<file path="src/rtl/mem_port_arbiter.sv">
// Round-robin arbiter/sequencer for the shared data-memory port (req0 = CPU load/store, req1 = secondary loader).
// Latency: write done at k+2, read done at k+2+RD_LATENCY; requests are only sampled in IDLE, so losers simply hold req.
module mem_port_arbiter #(
    parameter int WIDTH      = 32,
    parameter int RD_LATENCY = 1
) (
    input  logic             clock,
    input  logic             reset_n,
    input  logic             req0,
    input  logic             we0,
    input  logic [WIDTH-1:0] addr0,
    input  logic [WIDTH-1:0] wdata0,
    output logic             gnt0,
    output logic             done0,
    output logic [WIDTH-1:0] rdata0,
    input  logic             req1,
    input  logic             we1,
    input  logic [WIDTH-1:0] addr1,
    input  logic [WIDTH-1:0] wdata1,
    output logic             gnt1,
    output logic             done1,
    output logic [WIDTH-1:0] rdata1,
    output logic [WIDTH-1:0] mem_addr,
    output logic [WIDTH-1:0] mem_wdata,
    output logic             mem_ena,
    output logic             mem_wr_ena,
    input  logic [WIDTH-1:0] mem_rdata,
    output logic             busy
);

    typedef enum logic [1:0] {IDLE, ISSUE, WAIT, DONE} state_t;

    state_t           state_q;
    logic             ptr_q;
    logic             win_q;
    logic             we_q;
    logic [2:0]       cnt_q;
    logic             gnt0_q, gnt1_q, done0_q, done1_q;
    logic             mem_ena_q, mem_wr_ena_q, busy_q;
    logic [WIDTH-1:0] mem_addr_q, mem_wdata_q;
    logic [WIDTH-1:0] rdata0_q, rdata1_q;
    logic             pick1_d;

    // Requester 1 wins when alone, or when both ask and the pointer favours it.
    assign pick1_d = req1 & (~req0 | ptr_q);

    always_ff @(posedge clock or negedge reset_n) begin
        if (!reset_n) begin
            state_q      <= IDLE;
            ptr_q        <= 1'b0;
            win_q        <= 1'b0;
            we_q         <= 1'b0;
            cnt_q        <= '0;
            gnt0_q       <= 1'b0;
            gnt1_q       <= 1'b0;
            done0_q      <= 1'b0;
            done1_q      <= 1'b0;
            mem_ena_q    <= 1'b0;
            mem_wr_ena_q <= 1'b0;
            busy_q       <= 1'b0;
            mem_addr_q   <= '0;
            mem_wdata_q  <= '0;
            rdata0_q     <= '0;
            rdata1_q     <= '0;
        end else begin
            gnt0_q  <= 1'b0;
            gnt1_q  <= 1'b0;
            done0_q <= 1'b0;
            done1_q <= 1'b0;
            case (state_q)
                IDLE: begin
                    if (req0 || req1) begin
                        win_q        <= pick1_d;
                        we_q         <= pick1_d ? we1 : we0;
                        mem_ena_q    <= 1'b1;
                        mem_wr_ena_q <= pick1_d ? we1 : we0;
                        mem_addr_q   <= pick1_d ? addr1 : addr0;
                        mem_wdata_q  <= pick1_d ? wdata1 : wdata0;
                        gnt0_q       <= ~pick1_d;
                        gnt1_q       <= pick1_d;
                        busy_q       <= 1'b1;
                        state_q      <= ISSUE;
                    end
                end
                ISSUE: begin
                    mem_ena_q    <= 1'b0;
                    mem_wr_ena_q <= 1'b0;
                    if (we_q) begin
                        done0_q     <= ~win_q;
                        done1_q     <= win_q;
                        mem_addr_q  <= '0;
                        mem_wdata_q <= '0;
                        state_q     <= DONE;
                    end else begin
                        cnt_q   <= 3'(RD_LATENCY);
                        state_q <= WAIT;
                    end
                end
                WAIT: begin
                    // The final WAIT edge is the read-data capture edge.
                    if (cnt_q == 3'd1) begin
                        if (win_q) rdata1_q <= mem_rdata;
                        else       rdata0_q <= mem_rdata;
                        done0_q     <= ~win_q;
                        done1_q     <= win_q;
                        mem_addr_q  <= '0;
                        mem_wdata_q <= '0;
                        state_q     <= DONE;
                    end else begin
                        cnt_q <= cnt_q - 3'd1;
                    end
                end
                DONE: begin
                    ptr_q   <= ~win_q;
                    busy_q  <= 1'b0;
                    state_q <= IDLE;
                end
                default: state_q <= IDLE;
            endcase
        end
    end

    assign gnt0       = gnt0_q;
    assign gnt1       = gnt1_q;
    assign done0      = done0_q;
    assign done1      = done1_q;
    assign rdata0     = rdata0_q;
    assign rdata1     = rdata1_q;
    assign mem_addr   = mem_addr_q;
    assign mem_wdata  = mem_wdata_q;
    assign mem_ena    = mem_ena_q;
    assign mem_wr_ena = mem_wr_ena_q;
    assign busy       = busy_q;

endmodule

</file>
<file path="config.mk">
export PLATFORM = sky130hd
export DESIGN_NAME = mem_port_arbiter
export DESIGN_NICKNAME = d
export VERILOG_FILES = /design/src/rtl/mem_port_arbiter.sv
export SDC_FILE = /design/constraint.sdc
export NUM_CORES = 1
export LEC_CHECK = 0
export ABC_AREA = 1
export BUFFER_PORTS_ARGS = -buffer_cell sky130_fd_sc_hd__buf_4
export CAP_MARGIN = 20
export CORE_AREA = 2 2 123 125
export CTS_CLUSTER_SIZE = 30
export DETAILED_ROUTE_END_ITERATION = 7
export DIE_AREA = 0 0 125 127
export PLACE_DENSITY = 0.76
export SYNTH_ARGS = -nofsm -noshare
export SYNTH_HDL_FRONTEND = slang
export SYNTH_SLANG_ARGS = --single-unit
</file>
<file path="constraint.sdc">
create_clock -name clock -period 2.3 [get_ports clock]
set_clock_uncertainty 0.2 [all_clocks]
set_input_delay 0.115 -clock clock [delete_from_list [all_inputs] [get_ports clock]]
set_output_delay 0.115 -clock clock [all_outputs]
set_load 0.005 [all_outputs]
</file>
==> results of run 1 <==
[final timing paths]
| check | start | endpoint | slack [ns] |
|---|---|---|---|
| setup / recovery | req0 | mem_wdata[27] | 0.11 |
| hold / removal | reset_n | rdata1[19] | 0.02 |
| setup reg to reg | ptr_q | mem_addr[19] | 0.12 |
| hold reg to reg | rdata1[6] | rdata1[6] | 0.29 |
| max in group asynchronous | reset_n | mem_wr_ena | 1.22 |
| min in group clock | req1 | mem_wdata[4] | 0.06 |
[cells in the mapped netlist (3+ instances only)]
library cell | number | area, um2
nand2_1 | 277 | 1040
dfrtp_1 | 143 | 3580
o21ai_0 | 137 | 686
nand3_1 | 129 | 646
inv_1 | 49 | 184
clkbuf_1 | 29 | 109
nor2_1 | 12 | 45.0
buf_2 | 11 | 55.1
buf_1 | 8 | 30.0
ha_1 | 7 | 87.6
buf_6 | 6 | 67.6
clkbuf_2 | 5 | 25.0
o21ai_1 | 4 | 20.0
nand2_2 | 3 | 18.8
[layout make-up]
type | instances | area [um2] | share of cell area
Tap cell | 184 | 230 | 0.0203
Inverter | 49 | 184 | 0.0162
Clock inverter | 14 | 156 | 0.0138
Antenna cell | 1 | 2.50 | 0.000221
Timing Repair Buffer | 481 | 4130 | 0.364
Clock buffer | 18 | 439 | 0.0387
Sequential cell | 143 | 3580 | 0.315
Multi-Input combinational cell | 577 | 2630 | 0.232
[per-layer routing]
metal / wire (um) / vias up / GRT usage
met1: 9370 / 3682 / 0.367
met5: 0 / - / 0
met3: 2050 / 102 / 0.0775
li1: - / 3573 / -
met4: 1240 / 0 / 0.164
met2: 12200 / 443 / 0.535
[cells by family (layout without fill, tap and decap cells)]
kind of cell | after synthesis | count (layout) | synth area share
adders and majority gates | 7 | 7 | 0.0131
other | 0 | 1 | 0
xor gates and xnor gates | 1 | 1 | 0.00131
AOI/OAI and AO/OA | 144 | 144 | 0.108
and+or+nand+nor | 425 | 425 | 0.269
buffers and inverters | 110 | 562 | 0.0726
DFF | 143 | 143 | 0.535
[power by group through the flow]
stage / Sequential, W / Combinational (W) / Clock (W)
after floorplan: 0.00426 / 0.00347 / 0
after global placement: 0.00423 / 0.00620 / 0
after detailed placement: 0.00424 / 0.00636 / 0
after CTS: 0.00423 / 0.00675 / 0.00280
after global routing: 0.00438 / 0.00766 / 0.00292
final: 0.00427 / 0.00700 / 0.00276
[through the flow]
| stage | cell area (um2) | utilization | total power (W) | worst slack [ns] |
|---|---|---|---|---|
| after floorplan | 6680 | - | 0.00773 | 0.493 |
| after detailed placement | 9080 | 0.630 | 0.0106 | 0.171 |
| after global placement | 9080 | 0.630 | 0.0104 | 0.262 |
| final | 11300 | 0.787 | 0.0140 | 0.110 |
| after global routing | 11300 | 0.787 | 0.0150 | 0.0208 |
| after CTS | 11300 | 0.785 | 0.0138 | 0.0300 |
[critical path, cell delays in order]
cell,delay (ns)
dlygate4sd3_1,0.56
buf_4,0.16
nand2_2,0.10
buf_8,0.33
nand3_1,0.17
nand2_1,0.10
dlygate4sd3_1,0.57
nand3_1,0.09
nand2_1,0.08
[flip-flops by register name (all words and copies together), names as in the netlist]
register,count
mem_ena,1
we_q,1
gnt1,1
rdata0,32
gnt0,1
mem_wr_ena,1
mem_addr,32
state_q,2
done0,1
mem_wdata,32
rdata1,32
done1,1
cnt_q,3
busy,1
win_q,1
ptr_q,1
[timing repair]
| item | in CTS | in global routing |
|---|---|---|
| endpoints found under the hold margin | 276 | 0 |
| hold buffers | 165 | 0 |
| gates resized for setup | 0 | 5 |
| setup endpoints to repair | 0 | 64 |
==> metrics.cfg, run 1 <==
[status]
outcome=finished clean

[timing]
setup_tns_ns=0
rsz0062_at_grt=false
finalHoldViolCount=0
relSlewSlack=0.606
final_max_slew_viol_count=0
hold_slack_ns=0.0190
max_freq_mhz=457
worst_pin_slew_ns=0.591
setup_viol=0
period_needed_ns=2.19
min_period_over_period=0.952

[route]
drtAntennaViolNets=0
wl_per_cell_um=17.0
drt-initial-drc-count=623
route.detailed.drc=0
routed_wl_um=24900
vias_per_cell=5.32
drtPass1Iterations=6
num_vias=7800

[pwr]
powerDensity_nw_per_um2=1240
power_frac_seq=0.304
switching_share=0.405
leakage_nw=6.16
power_frac_comb=0.499
intPower_w=0.00834
p_clk_frac=0.196
vdd_drop_max_mv=0.999
netSwitchingPower_w=0.00568

[finish]
fin_cells=1467
layout_commonest_cell=buf_4
final_nets=1442
drive_gt1_frac=0.279
syn_to_final_growth_pct=69.8
fill_cells=900
final_cell_mix=buf_4 (306), nand2_1 (275), dlygate4sd3_1 (165)

[floorplan]
initial_utilization=0.463
die_w_um=125
pin_count=301
coreArea_um2=14400
die_y_um=127
dieArea_um2=15900
num_rows=44

[setup_path]
reg2regPathDepth=9
cp_data_arrival_time_ns=2.34
worstSetupPathType=primary input to register
start_kind=primary input
cp_max_fo=64
end_kind=register
worst_ep_required_time_ns=2.45

[synth]
synth.distinct_cells=21
syn-num-nets=1003
syn-instance-count=830
synth_area_um2=6680
ys_seq_area_frac=0.535
yosys_register_bits=143
synth_edf_count=0
ys_warn_count=0
avgSynthCellArea_um2=8.05
postSynth.asyncResetShare=1.00
ys.flop_type=dfrtp_1

[min_path]
hp-class=primary input to asynchronous set/reset pin

[clock_tree]
clock_path_buffers=2
cts_buffers=17
clk_latency_ns=0.40
cts-root-buf=clkbuf_16
cts_tree=done
clk_pin_slew_ns=0.07
cts.sinks=143
cts_max_level=4
post_cts_buffers=0

[global_route]
grt_pass1_vias=7984
grt_use_total=0.313
grt_max_degree=66
grt_pass1_wl_um=39800
grt_overflow=0
antenna_found_initial=0

[run]
cap_violations=0

[placed_design]
place_congestion=0.805
dp_hpwl_um=14100
port_buffers=300
dp.cells=1269

Note: power is estimated with default switching activity, not from simulation.
==> run 2: changes to the inputs <==
- ABC_AREA: 1 -> 0
- CORE_AREA: 2 2 123 125 -> 2 2 122 124
- DIE_AREA: 0 0 125 127 -> 0 0 124 126
- PLACE_DENSITY: 0.76 -> 0.77
- SLEW_MARGIN: default -> 30
==> metrics.cfg, run 2 <==
[route]
wl_per_cell_um=20.1  ; +18%
drt-initial-drc-count=331  ; -47%
vias_per_cell=5.28  ; -0.74%
route.detailed.drc=0  ; unchanged
drtAntennaViolNets=0  ; unchanged
routed_wl_um=23400  ; -5.9%
drtPass1Iterations=5  ; -1
num_vias=6164  ; -21%

[timing]
period_needed_ns=2.23  ; +0.0396 ns
worst_pin_slew_ns=0.521  ; -0.0697 ns
final_max_slew_viol_count=0  ; unchanged
rsz0062_at_grt=false
finalHoldViolCount=0  ; unchanged
max_freq_mhz=448  ; -1.8%
setup_tns_ns=0  ; unchanged
min_period_over_period=0.970  ; +0.0172
relSlewSlack=0.653  ; +0.0465
setup_viol=0  ; unchanged

[setup_path]
worst_ep_required_time_ns=2.41  ; -0.04 ns
path_buf_inv=2  ; -2
path_cells=inv_1, ha_4, nand2_1, a221o_4, buf_12, o31ai_2
cp_max_fo=45  ; -30%
worstSetupPathType=register to register
cpPeakStageDelay_ns=0.48  ; -0.09 ns
end_kind=register
slowest_stage=a221o_4
cp_data_arrival_time_ns=2.34  ; about the same
start_kind=register
crit_family=compound AO/OA/AOI/OAI gates

[finish]
syn_to_final_growth_pct=74.3
fin_cells=1168  ; -20%
final_cell_mix=buf_4 (308), dlygate4sd3_1 (166), dfrtp_1 (143)
layout_commonest_cell=buf_4
drive_gt1_frac=0.487  ; +0.208
final_nets=1143  ; -21%

[placed_design]
dp.cells=968  ; -24%
place_congestion=0.776  ; -3.6%
port_buffers=300  ; unchanged
dp_hpwl_um=13400  ; -5.0%

[global_route]
met1_usage=0.327  ; -0.0401
antenna_found_initial=0  ; unchanged
use_met3=0.103  ; +0.0253
grt_use_total=0.301  ; -0.0122
grt_pass1_wl_um=35800  ; -10%
met2_usage=0.527  ; -0.00834
grt_max_degree=55  ; -17%
busiest_layer=met2
grt_pass1_vias=6844  ; -14%
grt_overflow=0  ; unchanged

[synth]
synth_area_um2=6590  ; -1.5%
ys.flop_type=dfrtp_1
yosys_register_bits=143  ; unchanged
yosysTopAreaCellShare=0.543  ; +0.00793
synth_area_leaders=dfrtp_1 (54%), mux2_2 (11%), o31ai_2 (11%)
ys_warn_count=0  ; unchanged
yosys-top-cells-count=dfrtp_1 (143), nand2_1 (74), mux2i_1 (65)
avgSynthCellArea_um2=13.1  ; +63%
yosysMostFrequentCell=dfrtp_1
synth.distinct_cells=32  ; +52%
ys_seq_area_frac=0.543  ; +0.00793
syn-instance-count=502  ; -40%
synth_edf_count=0  ; unchanged
syn-num-nets=675  ; -33%
yosys.area.top_type=dfrtp_1
postSynth.asyncResetShare=1.00  ; unchanged

[floorplan]
die_y_um=126  ; -0.79%
coreArea_um2=14300  ; -0.76%
pin_count=301  ; unchanged
num_rows=44  ; unchanged
die_w_um=124  ; -0.80%
dieArea_um2=15600  ; -1.6%
initial_utilization=0.460  ; -0.00325

[clock_tree]
cts.sinks=143  ; unchanged
clock_path_buffers=2  ; unchanged
cts_max_level=4  ; unchanged
clk_latency_ns=0.41  ; about the same
cts_buffers=17  ; unchanged
cts-root-buf=clkbuf_16
cts_tree=done
clk_pin_slew_ns=0.07  ; about the same

[min_path]
hp-class=primary input to asynchronous set/reset pin

[run]
cap_violations=0  ; unchanged

[status]
outcome=finished clean

[pwr]
leakage_nw=5.59  ; -9.3%
vdd_drop_max_mv=0.941  ; -5.8%
powerDensity_nw_per_um2=1270  ; +2.8%

-- run 2: cell count changes in the layout (fill, tap and decap cells not counted), moves of 56 or more --
cell and delta:
nand2_1 -202, o21ai_0 -128, nand3_1 -127, mux2i_1 +65, mux2_2 +63, o31ai_2 +56
-- run 2: metal layers --
metal	share of wire	vias to the layer above	routed length (um)
met1	0.37	3044	8590
li1	-	2750	-
met4	0.037	0	875
met5	0	-	0
met2	0.51	304	12000
met3	0.082	66	1930
-- run 2: power breakdown --
group / internal (W) / switching (W) / leakage (nW)
registers: 0.00366 / 0.000746 / 1.77
logic: 0.00373 / 0.00356 / 3.52
clock network: 0.00176 / 0.00114 / 0.299
total: 0.00914 / 0.00544 / 5.59
-- run 2: area by class of cell --
| class | instances | area, um2 |
|---|---|---|
| Sequential cell | 143 | 3580 |
| Clock inverter | 14 | 183 |
| Fill cell | 713 | 2840 |
| Clock buffer | 18 | 439 |
| Timing Repair Buffer | 484 | 4170 |
| Inverter | 8 | 30.0 |
| Multi-Input combinational cell | 316 | 2850 |
| Antenna cell | 1 | 2.50 |
| Tap cell | 184 | 230 |
-- run 2: worst paths after layout --
check | from | endpoint | slack, ns | cells past startpoint
setup reg to reg | state_q[1] | mem_wdata[29] | 0.07 | 6
min in group clock | mem_rdata[25] | rdata0[25] | 0.28 | 3
hold / removal | reset_n | rdata1[5] | 0.03 | 2
setup / recovery | state_q[1] | mem_wdata[29] | 0.07 | 6
hold reg to reg | mem_addr[24] | mem_addr[24] | 0.28 | 2
max in group asynchronous | reset_n | rdata1[24] | 1.21 | 3
-- run 2: worst register-to-register path, delay by kind of cell (launching register included) --
family	cells	cell delay [ns]
AOI/OAI and AO/OA	2	0.80
adders and majority gates	1	0.20
DFF	1	0.41
and+or+nand+nor	1	0.09
buffers and inverters	2	0.42
-- run 2: cells by family (layout without fill, tap and decap cells) --
kind of cell | count (synthesis) | count (layout) | share of synthesized area
AO/OA/AOI/OAI | 88 | 88 | 0.138
adder cells (fa/ha/maj) | 7 | 7 | 0.0133
buffers and inverters | 43 | 524 | 0.0363
flip-flops | 143 | 143 | 0.543
multiplexers | 130 | 130 | 0.210
other | 0 | 1 | 0
AND/OR/NAND/NOR | 91 | 91 | 0.0589
-- run 2: metrics by stage --
step / cell area, um2 / hold WS, ns / utilization / total power, W / setup WS [ns]
2_1_floorplan: 6590 / -0.381 / - / 0.00810 / 0.252
3_3_place_gp: 9140 / -0.0956 / 0.639 / 0.0108 / 0.114
3_5_place_dp: 9140 / -0.0888 / 0.639 / 0.0111 / 0.000792
4_1_cts: 11400 / 0.0323 / 0.798 / 0.0142 / 0.0142
5_1_grt: 11500 / 0.0602 / 0.802 / 0.0153 / 0.00670
6_report: 11500 / 0.0250 / 0.802 / 0.0146 / 0.0700
-- run 2: what timing repair did --
item                                    4_1_cts  5_1_grt
gates resized for setup                       1        7
cloned                                        0        0
buffers inserted                              0        1
endpoints found under the hold margin       277        0
pin swaps                                     0        1
hold buffers                                166        0
endpoints found under the setup margin        2       62
